==> config.mk <==
export PLATFORM = sky130hd
export DESIGN_NAME = integrator_2
export DESIGN_NICKNAME = d
export VERILOG_FILES = /design/src/rtl/iadc_pkg.sv /design/src/rtl/integrator_2.sv
export SDC_FILE = /design/constraint.sdc
export NUM_CORES = 1
export LEC_CHECK = 0
export CORE_MARGIN = 4
export CORE_UTILIZATION = 47
export CTS_CLUSTER_DIAMETER = 150
export DETAILED_ROUTE_END_ITERATION = 8
export GPL_TIMING_DRIVEN = 1
export PLACE_DENSITY = 0.78
export SYNTH_ARGS = -nofsm -noshare
export SYNTH_HDL_FRONTEND = slang
export SYNTH_SLANG_ARGS = --single-unit
==> constraint.sdc <==
create_clock -name clk -period 2.4 [get_ports clk]
set_clock_uncertainty 0.2 [all_clocks]
set_input_delay 0.48 -clock clk [delete_from_list [all_inputs] [get_ports clk]]
set_output_delay 0.48 -clock clk [all_outputs]
set_load 0.005 [all_outputs]
==> src/rtl/iadc_pkg.sv <==
`default_nettype none
// ============================================================================
// Module      : iadc_pkg
// Description : Shared widths, types and bit-growth helpers for the
//               sigma-delta / CIC decimation chain.
// Revision    : 1.0 - initial release
// ============================================================================
package iadc_pkg;

   localparam int c_in_w        = 9;
   localparam int c_out_w       = 18;
   localparam int c_cic_order   = 2;
   localparam int c_decim_ratio = 16;

   typedef logic [c_in_w-1:0]  sample_t;
   typedef logic [c_out_w-1:0] acc_t;

   // Minimum register width needed to hold the chain's growth without loss.
   function automatic int cic_min_width(input int in_w);
      return in_w + c_cic_order * $clog2(c_decim_ratio);
   endfunction

endpackage : iadc_pkg
`default_nettype wire

==> src/rtl/integrator_2.sv <==
`default_nettype none
// ============================================================================
// Module      : integrator_2
// Description : Unsigned running-sum integrator stage; wraps modulo 2^OUT_W.
// Revision    : 1.0 - initial release
// ============================================================================
module integrator_2
   import iadc_pkg::*;
#(
   parameter int IN_W  = c_in_w,
   parameter int OUT_W = c_out_w
) (
   input  logic             clk,
   input  logic             rst_n,
   input  logic [IN_W-1:0]  data_in,
   output logic [OUT_W-1:0] data_out
);

   generate
      if (OUT_W < IN_W) begin : g_chk_in_width
         $error("integrator_2: OUT_W (%0d) must be >= IN_W (%0d)", OUT_W, IN_W);
      end
      if (OUT_W < cic_min_width(IN_W)) begin : g_chk_growth
         $error("integrator_2: OUT_W (%0d) too narrow for chain bit growth (%0d)",
                OUT_W, cic_min_width(IN_W));
      end
   endgenerate

   logic [OUT_W-1:0] r_acc;
   logic [OUT_W-1:0] w_sum;

   // Zero-extend the sample; the carry out of the top bit is dropped on purpose.
   assign w_sum = r_acc + OUT_W'(data_in);

   always_ff @(posedge clk or negedge rst_n) begin
      if (!rst_n) begin
         r_acc <= '0;
      end else begin
         r_acc <= w_sum;
      end
   end

   assign data_out = r_acc;

`ifndef SYNTHESIS
   // Cleared by any reset pulse, so the step check skips edges that follow one.
   logic r_live;

   always_ff @(posedge clk or negedge rst_n) begin
      if (!rst_n) begin
         r_live <= 1'b0;
      end else begin
         r_live <= 1'b1;
      end
   end

   a_reset_zero : assert property (@(posedge clk) !rst_n |-> (data_out == '0))
      else $error("integrator_2: data_out nonzero during reset");

   a_accumulate : assert property (@(posedge clk)
      r_live |-> (data_out == OUT_W'($past(data_out) + OUT_W'($past(data_in)))))
      else $error("integrator_2: accumulate step incorrect");
`endif

endmodule : integrator_2
`default_nettype wire

==> key figures <==
STA
  – Final worst-path cycle share: 0.942
  – Setup repair after global routing missed its margin: no
  – Final setup violation count: 0
  – Maximum clock rate: 442 MHz
  – Number of hold violations in the final report: 0
  – Slew Limit Headroom: 0.802
  – Shortest period the worst path allows: 2.26 ns
  – Transition time of the tightest slew-check pin: 0.298 ns
  – Pins over their slew limit: 0
  – Final total negative setup slack: 0 ns

Clock network
  – Clock tree from TritonCTS: yes
  – H-tree levels: 1
  – Clock input transition at the sequential cells of the worst setup and hold paths: 0.11 ns
  – Longest Clk Path Bufs: 2
  – Clock latency at the later pin of the worst-skew pair: 0.29 ns
  – Root buffer cell: sky130_fd_sc_hd__clkbuf_4
  – Number of clock sinks: 18
  – Post-CTS Setup Bufs: 0
  – Count of hold buffers inserted by post-cts repair: 0
  – Num CTS Buffers: 3

Routing
  – Iteration-0 DRC Markers: 8
  – Post-route DRC violation count: 0
  – Total routed wirelength: 2470 um
  – Met3 wirelength from detailed routing: 89 um
  – Max Used Layer: met4
  – Number of detailed-routing iterations run before antenna repair: 4
  – Remaining antenna violation count: 0
  – Wl on met1: 1100 um
  – Count of vias placed by the detailed router: 966
  – Met2 Wirelength: 1220 um
  – Detail-routed net length per standard cell: 13.8 um
  – Routed vias/inst: 5.40

Placed design
  – IO buf count: 28
  – Cells after DPL: 175
  – Placed wire-length estimate after detailed placement: 1900 um
  – Routability congestion estimate: 0.781

Power and ir drop
  – Total leakage power: 0.712 nW
  – Maximum resistive drop on vdd: 0.813 mV
  – Power per unit of standard cell area: 1310 nW/um^2

Layout
  – Final standard cell count with taps included and fillers excluded: 179
  – Ratio of cells with drive above 1 in the final layout: 0.185
  – Area of the multi-input gates: 653 sq um
  – Flip-flop count of the largest register after layout: 18
  – Area growth, synth to finish: 44.1%
  – Area used by sequential logic in the layout: 450 sq um
  – Fill cell total of the finished layout: 173
  – Antenna fix cells: 0
  – Number of nets in the final layout: 173

Worst setup path
  – Critical path origin: data_in[4]
  – Required time worst endpoint: 2.43 ns
  – Critical path startpoint category: input port
  – Origin of the critical flop-to-flop path: data_out[0]$_DFF_PN0_
  – Data arrival at the endpoint of the critical path: 2.29 ns
  – Maximum net fanout on the critical path: 4
  – Category of the critical setup timing path: input port to flop
  – Kind of capture point of the worst setup path: flop

Synth
  – Top post-synthesis cells by area: sky130_fd_sc_hd__dfrtp_1, sky130_fd_sc_hd__ha_1, sky130_fd_sc_hd__xnor2_1
  – Multiplexer fraction of the synthesized cell area: 0.0182
  – Synthesized-area fraction occupied by ao, oa, aoi and oai cells: 0.184
  – Area of the mapped netlist: 1100 sq um
  – Main combinational cell family by area after synthesis: compound AO/OA/AOI/OAI gates
  – Area share of xor/xnor cells in the synthesized design: 0.0956
  – Gate count of the mapped netlist: 106
  – Dominant cell type by area after synthesis: sky130_fd_sc_hd__dfrtp_1
  – Simple-Gate Fraction of Synth Area: 0.144
  – Yosys warnings: 0
  – Adder-cell share of the synthesized area: 0.121
  – Number of register bits inferred by synthesis: 18
  – Area fraction of the dominant cell type after synthesis: 0.410
  – Count of unique library cells instantiated by Yosys: 31
  – Mapped Nets: 127
  – Sequential share of the synthesized area: 0.410
  – Post-synthesis average cell area: 10.4 sq um

Floorplan
  – Area enclosed by the die boundary: 3180 sq um
  – Initial Util: 0.497
  – Die H: 56.4 um
  – Die width: 56.4 um
  – Standard-cell row count: 17
  – Placeable core region: 2210 sq um
  – Number of top-level pins: 29

Global routing
  – Vias in the first global route: 1,006
  – Wire length of the first global-routing pass: 4400 um
  – Overflow left after global routing: 0
  – Initial antenna violation count: 0
  – Maximum number of pins on one net before global-route repair: 19
  – Global-route usage over all layers: 0.172

Run status
  – Result of the run: complete, no violations

Worst hold path
  – Type of the worst min-delay path: input port to flop
  – Hold path startpoint: data_in[0]

Job
  – Max-cap violation count: 0
cells by family (layout without fill, tap and decap cells):
kind of cell | Yosys count | after routing
flops | 18 | 18
fa+ha+maj | 10 | 10
buf+inv | 8 | 53
compound gates | 25 | 25
mux | 2 | 2
simple gates | 31 | 31
xor+xnor | 12 | 12
critical path, stage by stage:
cell and delay, ns:
sky130_fd_sc_hd__clkdlybuf4s50_1 0.41, sky130_fd_sc_hd__ha_1 0.31, sky130_fd_sc_hd__a21o_1 0.20, sky130_fd_sc_hd__buf_4 0.13, sky130_fd_sc_hd__a21oi_2 0.23, sky130_fd_sc_hd__nand3_1 0.19
sky130_fd_sc_hd__and2_0 0.20, sky130_fd_sc_hd__a31oi_1 0.13
area by class of cell:
class                   instances  share of cell area
clock buffers                   4              0.0229
inverters                       8              0.0189
multi-input cells              80               0.412
flip-flops and latches         18               0.284
well taps                      28              0.0221
repair buffers                 41               0.240
cell usage in the layout (no fill, tap or decap), types with 2 or more instances in the layout:
master	instances
sky130_fd_sc_hd__a21oi_1	6
sky130_fd_sc_hd__and3_1	2
sky130_fd_sc_hd__nand3_1	4
sky130_fd_sc_hd__xor2_1	5
sky130_fd_sc_hd__clkbuf_4	3
sky130_fd_sc_hd__nor3b_1	2
sky130_fd_sc_hd__clkdlybuf4s50_1	27
sky130_fd_sc_hd__o2111ai_4	2
sky130_fd_sc_hd__nor2b_1	3
sky130_fd_sc_hd__nand2_1	7
sky130_fd_sc_hd__inv_1	7
sky130_fd_sc_hd__buf_4	13
sky130_fd_sc_hd__a21boi_1	2
sky130_fd_sc_hd__nor3_1	2
sky130_fd_sc_hd__nor2_1	7
sky130_fd_sc_hd__mux2i_1	2
sky130_fd_sc_hd__a21o_1	2
sky130_fd_sc_hd__o21ai_0	3
sky130_fd_sc_hd__a221oi_1	2
sky130_fd_sc_hd__dfrtp_1	18
sky130_fd_sc_hd__xnor2_1	7
sky130_fd_sc_hd__ha_1	8
metal layers:
layer,track usage,vias up
met5,0,-
met4,0.0780,0
met3,0.0322,7
met2,0.287,24
met1,0.215,464
li1,-,471
metrics by stage:
stage               hold WS, ns  setup WS [ns]  power, mW  area (sq um)  utilization
finish                    0.250          0.139       2.08          1590        0.717
detailed placement        0.264         -0.341       1.84          1510        0.684
CTS                       0.281         0.0170       2.04          1550        0.701
global placement          0.255         -0.264       1.80          1510        0.684
global route              0.250         0.0280       2.27          1590        0.717
floorplan               -0.0156          0.279       1.26          1100            -
worst paths after layout:
kind / end / cells after the start / slack (ns)
max reg2reg: data_out[14]$_DFF_PN0_ / 8 / 0.29
min: data_out[0]$_DFF_PN0_ / 2 / 0.25
min in group asynchronous: data_out[5]$_DFF_PN0_ / 2 / 0.31
max: data_out[8]$_DFF_PN0_ / 8 / 0.14
min reg2reg: data_out[17]$_DFF_PN0_ / 1 / 0.28
max in group asynchronous: data_out[13]$_DFF_PN0_ / 2 / 1.48
synth_stat cells, drive strengths merged:
| library cell | instances |
|---|---|
| a21boi | 3 |
| dfrtp | 18 |
| nor2b | 4 |
| o21ai | 3 |
| nor3b | 2 |
| a211oi | 1 |
| nor2 | 7 |
| o2111ai | 4 |
| and3 | 2 |
| a21oi | 7 |
| and2 | 1 |
| nand2 | 7 |
| a31o | 1 |
| a31oi | 1 |
| nand3 | 4 |
| fa | 1 |
| inv | 8 |
| mux2i | 2 |
| o21a | 1 |
| xnor2 | 7 |
| a21o | 2 |
| and4 | 1 |
| a221oi | 2 |
| xor2 | 5 |
| nand4b | 1 |
| ha | 9 |
| nor3 | 2 |
power breakdown:
part,total [mW],internal [mW],switching [mW]
clock network,0.185,0.0924,0.0921
registers,0.567,0.449,0.118
logic,1.33,0.729,0.602
timing repair:
action / 4_1_cts / 5_1_grt
pin swaps: 0 / 5
gates resized for setup: 2 / 8
setup endpoints to repair: 2 / 6
No activity file was read; power rests on OpenSTA's default activity.
